**src/rtl/uart_frame_parser.sv**
```systemverilog
// rtl/uart_frame_parser.sv - framed packet parser behind a UART byte receiver
// Optional inter-byte timeout enabled by defining UART_FRAME_TIMEOUT_EN.
module uart_frame_parser #(
  parameter int         MAX_LEN      = 16,
  parameter logic [7:0] SYNC_BYTE    = 8'hAA,
  parameter int         TIMEOUT_CLKS = 17360
) (
  input  logic       clk,
  input  logic       rst,
  input  logic [7:0] byte_i,
  input  logic       byte_valid_i,
  output logic [7:0] data_o,
  output logic       valid_o,
  input  logic       ready_i,
  output logic       last_o,
  output logic       frame_ok_o,
  output logic       chk_err_o,
  output logic       len_err_o,
  output logic       overrun_o,
  output logic       timeout_o,
  output logic       busy_o
);

  localparam int IW = $clog2(MAX_LEN + 1);
  localparam int AW = (MAX_LEN > 1) ? $clog2(MAX_LEN) : 1;

  typedef enum logic [2:0] {S_HUNT, S_LEN, S_PAYLOAD, S_CHECK, S_DRAIN} state_t;

  state_t          state, next_state;
  logic [7:0]      len_q, chk_acc;
  logic [IW-1:0]   idx, rd_idx, rd_next;
  logic [7:0]      pbuf [0:(1<<AW)-1];

  logic [7:0]      n_data, n_len, n_chk;
  logic [IW-1:0]   n_idx, n_rd;
  logic            n_valid, n_last, n_ok, n_cerr, n_lerr, n_ovr, n_busy;
  logic            wr_en, len_ok, idx_last, rd_last, handshake, tmo_hit;

  assign len_ok    = (byte_i != 8'd0) && (byte_i <= 8'(MAX_LEN));
  assign idx_last  = (8'(idx) == len_q - 8'd1);
  assign rd_next   = rd_idx + IW'(1);
  assign rd_last   = (8'(rd_next) == len_q - 8'd1);
  assign handshake = valid_o && ready_i;

`ifdef UART_FRAME_TIMEOUT_EN
  localparam int TW = $clog2(TIMEOUT_CLKS + 1);
  logic [TW-1:0] tcnt;
  logic          active;

  assign active  = (state == S_LEN) || (state == S_PAYLOAD) || (state == S_CHECK);
  // A byte in the expiry cycle wins, so the abort needs a silent cycle.
  assign tmo_hit = active && !byte_valid_i && (tcnt == TW'(TIMEOUT_CLKS));

  always_ff @(posedge clk) begin
    if (rst || !active || byte_valid_i || tmo_hit) tcnt <= '0;
    else                                            tcnt <= tcnt + TW'(1);
  end
`else
  assign tmo_hit = 1'b0;
`endif

  always_ff @(posedge clk) begin
    if (rst) state <= S_HUNT;
    else     state <= next_state;
  end

  always_comb begin
    next_state = state;
    case (state)
      S_HUNT:    if (byte_valid_i && byte_i == SYNC_BYTE) next_state = S_LEN;
      S_LEN:     if (byte_valid_i) next_state = len_ok ? S_PAYLOAD : S_HUNT;
      S_PAYLOAD: if (byte_valid_i && idx_last) next_state = S_CHECK;
      S_CHECK:   if (byte_valid_i) next_state = (byte_i == chk_acc) ? S_DRAIN : S_HUNT;
      S_DRAIN:   if (handshake && last_o) next_state = S_HUNT;
      default:   next_state = S_HUNT;
    endcase
    if (tmo_hit) next_state = S_HUNT;
  end

  always_comb begin
    n_data  = data_o;
    n_valid = valid_o;
    n_last  = last_o;
    n_ok    = 1'b0;
    n_cerr  = 1'b0;
    n_lerr  = 1'b0;
    n_ovr   = 1'b0;
    n_len   = len_q;
    n_chk   = chk_acc;
    n_idx   = idx;
    n_rd    = rd_idx;
    wr_en   = 1'b0;
    case (state)
      S_LEN: if (byte_valid_i) begin
        if (len_ok) begin
          n_len = byte_i;
          n_chk = byte_i;
          n_idx = '0;
        end else begin
          n_lerr = 1'b1;
        end
      end
      S_PAYLOAD: if (byte_valid_i) begin
        wr_en = 1'b1;
        n_chk = chk_acc ^ byte_i;
        n_idx = idx + IW'(1);
      end
      S_CHECK: if (byte_valid_i) begin
        if (byte_i == chk_acc) begin
          n_ok    = 1'b1;
          n_valid = 1'b1;
          n_data  = pbuf[0];
          n_last  = (len_q == 8'd1);
          n_rd    = '0;
        end else begin
          n_cerr = 1'b1;
        end
      end
      S_DRAIN: begin
        n_ovr = byte_valid_i;
        if (handshake) begin
          if (last_o) begin
            n_valid = 1'b0;
            n_last  = 1'b0;
          end else begin
            n_rd   = rd_next;
            n_data = pbuf[rd_next[AW-1:0]];
            n_last = rd_last;
          end
        end
      end
      default: ;
    endcase
    n_busy = (next_state != S_HUNT);
  end

  always_ff @(posedge clk) begin
    if (rst) begin
      data_o     <= '0;
      valid_o    <= 1'b0;
      last_o     <= 1'b0;
      frame_ok_o <= 1'b0;
      chk_err_o  <= 1'b0;
      len_err_o  <= 1'b0;
      overrun_o  <= 1'b0;
      timeout_o  <= 1'b0;
      busy_o     <= 1'b0;
      len_q      <= '0;
      chk_acc    <= '0;
      idx        <= '0;
      rd_idx     <= '0;
    end else begin
      data_o     <= n_data;
      valid_o    <= n_valid;
      last_o     <= n_last;
      frame_ok_o <= n_ok;
      chk_err_o  <= n_cerr;
      len_err_o  <= n_lerr;
      overrun_o  <= n_ovr;
      timeout_o  <= tmo_hit;
      busy_o     <= n_busy;
      len_q      <= n_len;
      chk_acc    <= n_chk;
      idx        <= n_idx;
      rd_idx     <= n_rd;
    end
  end

  always_ff @(posedge clk) begin
    if (wr_en) pbuf[idx[AW-1:0]] <= byte_i;
  end

endmodule

```
**config.mk**
```make
export PLATFORM = sky130hd
export DESIGN_NAME = uart_frame_parser
export DESIGN_NICKNAME = d
export VERILOG_FILES = /design/src/rtl/uart_frame_parser.sv
export SDC_FILE = /design/constraint.sdc
export NUM_CORES = 1
export LEC_CHECK = 0
export CORE_MARGIN = 2
export CORE_UTILIZATION = 30
export DETAILED_ROUTE_END_ITERATION = 16
export PLACE_DENSITY = 0.54
export SLEW_MARGIN = 5
export SYNTH_ARGS = -nofsm -noshare
export SYNTH_HDL_FRONTEND = slang
export SYNTH_SLANG_ARGS = --single-unit
export TNS_END_PERCENT = 30
```
**constraint.sdc**
```tcl
create_clock -name clk -period 2.9 [get_ports clk]
set_clock_uncertainty 0.1 [all_clocks]
set_input_delay 0.58 -clock clk [delete_from_list [all_inputs] [get_ports clk]]
set_output_delay 0.58 -clock clk [all_outputs]
set_load 0.01 [all_outputs]
```
# Word-level counts from Yosys, hierarchy flattened
# Memory sizes are Yosys's and may differ from the RTL's.
# Index checks and enable logic that the tools add are counted.
[word_totals]
register_bits = 44
ramBits = 128
in_bits = 12
elab_cells = 101
mem_count = 1
[op_classes]
add_sub_neg = 3
n_lt_le_gt_ge = 1
n_eq_ne = 17
n_mux = 43
bitwise_logic = 5
reduce_logical = 18
[mem_list]
columns = ["name", "depth", "width", "read_ports", "rd_ports_with_merged_regs", "write_ports", "line_no", "source"]
rows = [
  ["pbuf", 16, 8, 2, 0, 1, "32", "logic [7:0] pbuf [0:(1<<AW)-1];"],
]
[ops]
columns = ["cell", "n"]
rows = [
  ["$mux W8", 7],
  ["$mux W5", 7],
  ["$pmux W8 S2", 2],
  ["$pmux W5 S2", 2],
  ["$mux W3", 6],
  ["$eq A5 B8 Y1", 2],
  ["$ne A2 B2 Y1 const B", 8],
  ["$mux W1", 15],
  ["$pmux W3 S5", 1],
  ["$add A5 B1 Y5 const B", 2],
  ["$reduce_and A5 Y1", 2],
  ["$eq A8 B1 Y1 const B", 1],
  ["$eq A8 B8 Y1", 1],
  ["$eq A8 B8 Y1 const B", 1],
  ["$le A8 B5 Y1 const B", 1],
  ["$reduce_and A4 Y1", 2],
  ["$reduce_bool A8 Y1", 1],
  ["$sub A8 B1 Y8 const B", 1],
  ["$xor A8 B8 Y8", 1],
  ["$eq A3 B2 Y1 const B", 2],
  ["$reduce_or A3 Y1", 2],
  ["$logic_and A1 B1 Y1", 5],
  ["$not A1 Y1", 4],
  ["$pmux W1 S2", 2],
  ["other kinds (8)", 9],
]

# Depth between registers and ports, before layout
# Gate-level depths: netlist (run 1).
[logic_depth]
word_depth = 6
mapped_depth = 9

# Worst setup path before layout (run 1)
# OpenSTA, ideal clock, no wires.
[synth_path]
path_type = "input to register"
start = "input byte_valid_i"
end = "memory pbuf[0][0], enable pin"
setup_time_ns = 0.383
arrival_time_ns = 2.274
required_ns = 2.417
slack_ns = 0.143
stages = 6
cell_sequence = "clkbuf_1 and4bb_2 clkbuf_1 clkbuf_1 nand2_1 nor3_1"
[synth_between]
elab_chain_cells = 4
[synth_lines]
columns = ["item", "line_no", "source"]
rows = [
  ["from (decl)", "11", "input logic byte_valid_i,"],
  ["$mux W1", "103", "S_PAYLOAD: if (byte_valid_i) begin"],
  ["$mux W1", "93", "case (state)"],
  ["$mux W1", "170", "if (wr_en) pbuf[idx[AW-1:0]] <= byte_i;"],
  ["$mux W1 (not written as such)", "170", ""],
  ["to (decl)", "32", ""],
]
# No other way between the ends.

# Worst setup path after layout (run 1)
[layout_path]
start = "register rd_idx[1]"
end = "register data_o[5]"
[layout_between]
elab_chain_cells = 5
[layout_lines]
columns = ["item", "line_no", "source"]
rows = [
  ["from (decl)", "31", "logic [IW-1:0] idx, rd_idx, rd_next;"],
  ["from (signal assigned)", "165", "rd_idx <= n_rd;"],
  ["$add A5 B1 Y5", "41", "assign rd_next = rd_idx + IW'(1);"],
  ["$mem_v2 Z16 W8", "n/a", ""],
  ["$mux W8", "122", "if (last_o) begin"],
  ["$mux W8", "121", "if (handshake) begin"],
  ["$pmux W8 S2", "93", ""],
  ["to (signal assigned)", "153", "data_o <= n_data;"],
  ["to (decl)", "12", "output logic [7:0] data_o,"],
]
# No other way between the ends. The select of a mux whose other input is x is not followed.
# A chain may end at the register's enable or synchronous reset.

==> results of run 1 <==
==> cell families after synthesis <==
family / count (synthesis) / share of synthesized area [%]
and+or+nand+nor: 149 / 10.6
muxes: 42 / 11.1
buffers and inverters: 40 / 2.70
xor gates and xnor gates: 29 / 3.42
DFF: 172 / 63.7
AOI/OAI and AO/OA: 81 / 7.32
adders and majority gates: 7 / 1.18
other: 1 / 0.0505
==> worst min-delay path, delay by kind of cell (launching register included) <==
kind	cells	cell delay, ps
flops	1	330
simple gates	1	70
compound gates	1	50
==> sequential cells by signal, indices dropped and copies added, names as in the netlist <==
register,cells
frame_ok_o,1
len_q,8
state,3
chk_err_o,1
idx,5
busy_o,1
last_o,1
data_o,8
rd_idx,5
pbuf,128
valid_o,1
chk_acc,8
len_err_o,1
overrun_o,1
==> power by group <==
| group | internal (W) | leakage [nW] | switching, W |
|---|---|---|---|
| Clock | 0.00130 | 0.292 | 0.00102 |
| Combinational | 0.0000326 | 1.06 | 0.0000708 |
| Sequential | 0.00264 | 1.50 | 0.0000000631 |
| Total | 0.00397 | 2.86 | 0.00109 |
==> metal layers <==
layer / vias up / routed length (um)
met5: - / 0
met2: 145 / 8650
met3: 19 / 1060
met1: 2329 / 7740
li1: 2136 / -
met4: 0 / 308
==> synth_stat cells, types with 3 or more instances <==
cell type and instances:
a32o_1 8, nand4_1 3, nor4b_1 3, dfxtp_1 44, and3_1 8, xor2_1 15
a31oi_1 15, a2111oi_0 7, nand2_1 37, nand3_1 18, mux4_2 32, ha_1 7
buf_2 7, a21oi_2 4, buf_4 4, xnor2_1 14, nor4_1 6, o211ai_1 3
o21ai_0 11, and4bb_2 3, clkbuf_1 18, inv_1 6, a21oi_1 23, edfxtp_1 128
buf_6 3, nor3_1 16, nand2b_1 4, nor2_1 28, nor2b_1 6, mux2i_1 9
==> stage by stage <==
| step | power (W) | std cells | hold slack (ps) | area, um2 | util (%) |
|---|---|---|---|---|---|
| global placement | 0.00279 | 889 | 375 | 8320 | 34.2 |
| CTS | 0.00510 | 921 | 388 | 8930 | 36.7 |
| floorplan | 0.00272 | 521 | 361 | 7420 | - |
| detailed placement | 0.00279 | 889 | 380 | 8320 | 34.2 |
| global route | 0.00519 | 921 | 436 | 8930 | 36.7 |
| finish | 0.00506 | 921 | 388 | 8930 | 36.7 |
==> final timing paths <==
path,cells after the start,startpoint,end,slack (ps)
max reg2reg,7,rd_idx[1],data_o[5],180
min,2,rd_idx[1],rd_idx[1],390
max,7,rd_idx[1],data_o[5],180
min reg2reg,2,rd_idx[1],rd_idx[1],390
==> layout make-up <==
type	count	area [um2]	share of cell area (%)
Multi-Input combinational cell	309	2500	28.0
Clock inverter	15	185	2.07
Sequential cell	172	4730	52.9
Tap cell	324	405	4.54
Inverter	6	22.5	0.252
Clock buffer	17	425	4.76
Timing Repair Buffer	78	663	7.42
==> results.py, run 1 <==
metrics = {
    "placed_design": {
        "port_buffers": 26,
        "place_congestion": 0.823,
        "dp_hpwl_mm": 12.3,
        "dp_slack_ps": 140,
    },
    "outcome": {
        "status": "finished clean",
    },
    "global_route": {
        "antenna_found_initial": 0,
        "grt-busiest-layer": "met2",
        "grt_overflow": 0,
        "grt_max_degree": 35,
        "met2_usage_pct": 23.6,
        "use_met1_pct": 18.3,
        "grt_pass1_vias": 4713,
        "grt.total_usage_pct": 14.3,
        "grt_pass1_wl_mm": 27.6,
        "grtUsageMet3_pct": 3.60,
    },
    "power": {
        "p_per_area_mw_per_mm2": 566,
        "ir_drop_uv": 416,
        "p_leak_nw": 2.86,
    },
    "routing": {
        "drtIter0Drc": 459,
        "dr.pass1.iters": 7,
        "wl_mm": 17.8,
        "viasPerCell": 5.03,
        "detail-route-antenna-nets": 0,
        "num_vias": 4629,
        "wl_per_cell_um": 19.3,
        "drc_errors": 0,
    },
    "clock_network": {
        "clock_path_buffers": 2,
        "cts.clk_slew.worst_paths_ps": 70,
        "clock-sinks": 172,
        "cts-root-buf": "clkbuf_16",
        "cts_tree": "built",
        "cts_buffers": 17,
        "cts_hold_buf": 0,
        "htree_levels": 4,
        "worstSkewPairLatency_ps": 430,
        "postCtsResizedCells": 0,
        "cts_setup_buffers": 0,
    },
    "die": {
        "core_area_mm2": 0.0243,
        "die-area_mm2": 0.0260,
        "start_util_pct": 30.5,
        "ioPinCount": 28,
        "row_count": 57,
        "die_w_um": 161,
        "die_h_um": 161,
    },
    "yosys": {
        "synth_edf_count": 128,
        "synth_area_mm2": 0.00742,
        "synth-seq-cells": 172,
        "yosysWarnings": 0,
        "synth_top_area_share_pct": 51.8,
        "synth_area_leader_cell": "edfxtp_1",
        "yosysSeqAreaShare_pct": 63.7,
        "ys.flop_type": "edfxtp_1",
        "synth_area_leaders": "edfxtp_1, dfxtp_1, mux4_2",
        "ys_types": 55,
        "syn_inst": 521,
        "synth_nets": 540,
        "synthArstFlopShare_pct": 0,
        "syn_area_per_cell_um2": 14.2,
    },
    "critical_path": {
        "path_delay_family": "compound AO/OA/AOI/OAI gates",
        "critPathRequiredTime_ps": 3120,
        "slowest_stage": "a2111oi_0",
        "cp-start-kind": "register",
        "crit_type": "reg2reg",
        "path_max_fanout": 9,
        "arrival_ps": 2940,
        "crit_path_cell_trace": "ha_1 -> xor2_2 -> buf_4 -> nor2b_1 -> a2111oi_0 -> a31oi_1 -> a32o_1",
        "cpPeakStageDelay_ps": 600,
        "endpoint_kind": "register",
        "cp_num_buf_inv": 1,
    },
    "timing": {
        "fin_crit_sh_pct": 93.8,
        "final_max_slew_viol_count": 0,
        "setup_tns_ps": 0,
        "fmax_ghz": 0.368,
        "fin_ws_ps": 181,
        "relSlewSlack_pct": 53.2,
        "setup_viol": 0,
        "period_minus_slack_ps": 2720,
        "hold_violations": 0,
        "rsz0062_at_grt": "no",
        "tightest_slew_ps": 702,
    },
    "final_layout": {
        "antenna_cells": 0,
        "layout_commonest_cell": "edfxtp_1",
        "num-fill-cells": 2300,
        "nets": 603,
        "syn_to_final_growth_pct": 20.3,
        "layout_common_cells": "edfxtp_1, buf_4, dfxtp_1",
        "drive_above_1_share_pct": 22.4,
    },
    "flow_run": {
        "cap_violations": 0,
    },
    "hold_path": {
        "hold_path_class": "reg2reg",
    },
}
Note: power is estimated with default switching activity, not from simulation.
==> inputs of run 2 (changes only) <==
--- a/config.mk
+++ b/config.mk
@@ -8,6 +8,7 @@
 export CORE_MARGIN = 2
 export CORE_UTILIZATION = 30
 export DETAILED_ROUTE_END_ITERATION = 16
+export GPL_TIMING_DRIVEN = 0
 export PLACE_DENSITY = 0.54
 export SLEW_MARGIN = 5
 export SYNTH_ARGS = -nofsm -noshare
==> run 2 against run 1 <==
Effect of this change:
- worst hold slack better by 11 ps
- cell count fell by 1.5%
- fmax is 5.4% lower
- via count shrank 1.4%
==> results.py, run 2 (same netlist as run 1, synthesis figures left out) <==
metrics = {
    "clock_network": {
        "worstSkewPairLatency_ps": 420,
        "cts.clk_slew.worst_paths_ps": 60,
        "clock-sinks": 172,
        "cts-root-buf": "clkbuf_16",
        "htree_levels": 4,
        "cts_hold_buf": 0,
        "cts_buffers": 17,
        "cts_tree": "built",
        "clock_path_buffers": 2,
    },
    "power": {
        "p_per_area_mw_per_mm2": 549,
        "p_leak_nw": 2.70,
        "ir_drop_uv": 421,
    },
    "timing": {
        "tightest_slew_ps": 1030,
        "relSlewSlack_pct": 31.2,
        "setup_viol": 0,
        "final_max_slew_viol_count": 0,
        "fin_crit_sh_pct": 99.1,
        "fmax_ghz": 0.348,
        "rsz0062_at_grt": "yes",
        "period_minus_slack_ps": 2870,
        "hold_violations": 0,
        "setup_tns_ps": 0,
        "hold_ws_ps": 399,
    },
    "placed_design": {
        "place_congestion": 0.815,
        "dp_hpwl_mm": 12.1,
        "dp_cells": 870,
        "port_buffers": 25,
    },
    "global_route": {
        "grt_pass1_vias": 4708,
        "antenna_found_initial": 0,
        "grt_overflow": 0,
        "grt.total_usage_pct": 14.5,
        "grt_max_degree": 23,
        "grt_pass1_wl_mm": 28.0,
    },
    "critical_path": {
        "r2r-start": "rd_idx[1]",
        "crit_type": "reg2reg",
        "path_max_fanout": 10,
        "startpoint": "rd_idx[1]",
        "critPathRequiredTime_ps": 3110,
        "worst_r2r_path_depth": 7,
        "crit_path_end": "data_o[2]",
        "r2r_end": "data_o[2]",
        "endpoint_kind": "register",
        "arrival_ps": 3080,
        "ff2ff_setup_slack_ps": 30,
        "cp-start-kind": "register",
    },
    "routing": {
        "num_vias": 4562,
        "drtIter0Drc": 442,
        "dr.pass1.iters": 4,
        "viasPerCell": 5.03,
        "detail-route-antenna-nets": 0,
        "wl_per_cell_um": 19.9,
        "drc_errors": 0,
        "wl_mm": 18.1,
    },
    "hold_path": {
        "hold_path_class": "reg2reg",
    },
    "final_layout": {
        "antenna_cells": 0,
        "largest_reg_flops": 128,
        "post-route-util_pct": 36.3,
        "layout_common_cells": "edfxtp_1, dfxtp_1, nand2_1",
        "num-fill-cells": 2293,
        "layout_commonest_cell": "edfxtp_1",
        "nets": 589,
        "drive_above_1_share_pct": 21.1,
        "syn_to_final_growth_pct": 18.8,
        "fin_cells": 907,
    },
    "outcome": {
        "status": "finished clean",
    },
    "die": {
        "start_util_pct": 30.5,
        "ioPinCount": 28,
        "row_count": 57,
        "core_area_mm2": 0.0243,
        "die_h_um": 161,
        "die_w_um": 161,
        "die-area_mm2": 0.0260,
    },
    "flow_run": {
        "cap_violations": 0,
    },
}
-- run 2: changes by cell type in the layout (fill, tap and decap cells not counted), sizes merged --
cell	previous run	this run
buf	52	21
bufinv	2	1
clkbuf	17	42
clkdlybuf4s50	26	17
clkinv	6	5
clkinvlp	2	3
dlygate4sd2	0	5
inv	11	8
-- run 2: what timing repair did --
action / 4_1_cts / 5_1_grt
resized for setup: 45 / 16
endpoints found under the setup margin: 163 / 127
pin swaps: 3 / 0
gates cloned: 0 / 0
buffers inserted: 6 / 0
-- run 2: per-layer routing --
metal	vias up	track usage (%)	part of all wire, %
met5	-	0	0
met1	2314	19.9	45
li1	2104	-	-
met2	114	22.6	48
met4	0	4.95	1.6
met3	30	3.42	5.1
-- run 2: how the worst min path moves through the flow --
| stage | start | end | slack, ps | cells after the start |
|---|---|---|---|---|
| global placement | chk_acc[7] | chk_acc[7] | 380 | 2 |
| finish | rd_idx[1] | rd_idx[1] | 400 | 2 |
| detailed placement | rd_idx[1] | rd_idx[1] | 390 | 2 |
| floorplan | rd_idx[1] | rd_idx[1] | 360 | 2 |
| global route | len_q[7] | len_q[7] | 430 | 1 |
| CTS | rd_idx[1] | rd_idx[1] | 390 | 2 |
-- run 2: per-stage QoR --
step	total power, W	area, um2	setup WS, ps
after global placement	0.00278	8080	-1330
after global routing	0.00499	8820	-54.6
after floorplan	0.00272	7420	143
after detailed placement	0.00278	8080	-1370
after CTS	0.00487	8770	1.77
final	0.00484	8820	27.0
-- run 2: layout make-up --
cell class	count	area, um2	area share, %
inverter	6	22.5	0.255
clock buffer	21	440	5.00
buffer	33	178	2.02
clock inverter	11	95.1	1.08
timing repair buffer	31	274	3.11
multi-input combinational	309	2680	30.4
sequential	172	4720	53.6
tap	324	405	4.60
-- run 2: where the power goes --
part	internal (W)	leakage [nW]	switching (W)
Sequential	0.00264	1.50	0.0000000590
Clock	0.00118	0.251	0.000932
Combinational	0.0000177	0.943	0.0000701
Total	0.00383	2.70	0.00100
-- run 2: worst max-delay path, cell delays in order, from the launching register on --
cell and delay, ps:
dfxtp_1 330, ha_1 290, buf_2 240, buf_2 320
mux4_2 360, a2111oi_1 780, a31oi_1 90, a32o_1 240
==> inputs of run 3 (changes only) <==
--- a/config.mk
+++ b/config.mk
@@ -5,10 +5,12 @@
 export SDC_FILE = /design/constraint.sdc
 export NUM_CORES = 1
 export LEC_CHECK = 0
+export CORE_ASPECT_RATIO = 0.8
 export CORE_MARGIN = 2
 export CORE_UTILIZATION = 30
 export DETAILED_ROUTE_END_ITERATION = 16
 export GPL_TIMING_DRIVEN = 0
+export HOLD_SLACK_MARGIN = 0.1
 export PLACE_DENSITY = 0.54
 export SLEW_MARGIN = 5
 export SYNTH_ARGS = -nofsm -noshare
==> run 3 against run 2 <==
Effect of this change:
- worst hold slack lost 2.2 ps
- first-iteration DRC count shrank 9.5%
- non-clock buffer count shrank 2
- wire length grew 1.1%
- clock power grew 16%
- cell area grew 0.85%
- critical path depth is the same
- sequential power is essentially flat
- clock-buffer cell count shrank 4
- utilization grew 0.32 points
- register-to-register slack gained 40 ps
- setup slack gained 39 ps
==> results.py, run 3 (same netlist as run 1, synthesis figures left out) <==
metrics = {
    "final_layout": {
        "antenna_cells": 0,
        "layout_commonest_cell": "edfxtp_1",
        "fin_area_mm2": 0.00889,
        "num-fill-cells": 2317,
        "drive_above_1_share_pct": 21.3,
        "syn_to_final_growth_pct": 19.8,
        "largest_reg_flops": 128,
        "layout_common_cells": "edfxtp_1, dfxtp_1, nand2_1",
        "nets": 587,
    },
    "critical_path": {
        "critPathRequiredTime_ps": 3120,
        "r2r-start": "rd_idx[0]",
        "crit_type": "reg2reg",
        "startpoint": "rd_idx[0]",
        "path_max_fanout": 10,
        "arrival_ps": 3060,
        "worst_r2r_path_depth": 7,
        "cp-start-kind": "register",
        "endpoint_kind": "register",
    },
    "global_route": {
        "grt_max_degree": 23,
        "grt_overflow": 0,
        "grt_pass1_vias": 4614,
        "antenna_found_initial": 1,
        "grt.total_usage_pct": 14.5,
        "grt_pass1_wl_mm": 27.9,
    },
    "clock_network": {
        "cts-root-buf": "clkbuf_16",
        "cts_buffers": 17,
        "cts_tree": "built",
        "cts.clk_slew.worst_paths_ps": 70,
        "clock_path_buffers": 2,
        "clock-sinks": 172,
        "worstSkewPairLatency_ps": 420,
        "htree_levels": 4,
    },
    "timing": {
        "fin_crit_sh_pct": 97.7,
        "rsz0062_at_grt": "no",
        "hold_ws_ps": 397,
        "period_minus_slack_ps": 2830,
        "fmax_ghz": 0.353,
        "tightest_slew_ps": 999,
        "hold_violations": 0,
        "final_max_slew_viol_count": 0,
        "setup_viol": 0,
        "relSlewSlack_pct": 33.4,
    },
    "die": {
        "core_area_mm2": 0.0243,
        "die_w_um": 180,
        "die-area_mm2": 0.0260,
        "ioPinCount": 28,
        "row_count": 51,
        "start_util_pct": 30.5,
        "die_h_um": 145,
    },
    "placed_design": {
        "port_buffers": 25,
        "post_dp_cell_area_mm2": 0.00807,
        "place_congestion": 0.791,
        "dp_hpwl_mm": 12.6,
    },
    "hold_path": {
        "hold_path_class": "reg2reg",
        "hp-start": "chk_acc[7]",
        "hold_path_depth": 2,
    },
    "routing": {
        "dr.pass1.iters": 4,
        "wl_per_cell_um": 20.3,
        "wl_mm": 18.3,
        "detail-route-antenna-nets": 0,
        "drc_errors": 0,
        "viasPerCell": 5.16,
        "num_vias": 4636,
        "drtIter0Drc": 400,
    },
    "power": {
        "p_leak_nw": 2.77,
        "ir_drop_uv": 424,
        "p_per_area_mw_per_mm2": 581,
    },
    "outcome": {
        "status": "finished clean",
    },
    "flow_run": {
        "cap_violations": 0,
    },
}
## run 3: cell types whose count changed in the layout (fill, tap and decap cells not counted), sizes merged
| cell | delta |
|---|---|
| dlygate4sd2 | -4 |
| buf | -3 |
| bufinv | +3 |
| dlymetal6s2s | +3 |
| clkbuf | -2 |
| clkinvlp | -2 |
| inv | +2 |
| clkinv | +1 |
## run 3: worst max-delay path, stage by stage (launching register included)
cell	delay [ps]
dfxtp_1	330
ha_1	350
buf_2	230
clkbuf_4	290
mux4_2	340
a2111oi_0	680
a31oi_1	160
a32o_1	240
## run 3: final timing paths
| path | endpoint | slack (ps) |
|---|---|---|
| max | data_o[7] | 70 |
| min | chk_acc[7] | 400 |
| max reg2reg | data_o[7] | 70 |
| min reg2reg | chk_acc[7] | 400 |
## run 3: layer usage
layer / part of all wire (%) / up-vias / GRT usage (%)
li1: - / 2103 / -
met1: 50 / 2380 / 21.5
met2: 44 / 135 / 21.6
met3: 5.2 / 18 / 2.88
met4: 1.0 / 0 / 4.02
met5: 0 / - / 0
## run 3: final cells by class
type / instances / area [um2] / area share (%)
Clock buffer: 17 / 425 / 4.78
Multi-Input combinational cell: 309 / 2630 / 29.5
Buffer: 33 / 180 / 2.03
Inverter: 6 / 22.5 / 0.253
Tap cell: 318 / 398 / 4.48
Clock inverter: 15 / 211 / 2.38
Timing Repair Buffer: 29 / 304 / 3.42
Sequential cell: 172 / 4720 / 53.1
## run 3: metrics by stage
stage,setup WS (ps),util (%),power [W],setup TNS [ps],cells
after detailed placement,-1280,33.2,0.00278,-141670,864
after CTS,18.7,36.6,0.00520,0,900
after global routing,14.6,36.6,0.00531,0,899
after global placement,-1230,33.2,0.00278,-135240,864
final,66.1,36.6,0.00517,0,899
after floorplan,143,-,0.00272,0,521
## run 3: where the power goes
| group | switching [W] | leakage (nW) | internal, W |
|---|---|---|---|
| Combinational | 0.0000687 | 0.958 | 0.0000188 |
| Sequential | 0.0000000600 | 1.50 | 0.00264 |
| Clock | 0.000983 | 0.309 | 0.00146 |
| Total | 0.00105 | 2.77 | 0.00411 |
## run 3: repair_timing
item,4_1_cts,5_1_grt
buffers inserted,4,0
hold buffers,0,0
setup endpoints to repair,160,126
pin swaps,5,0
gates resized for setup,38,13
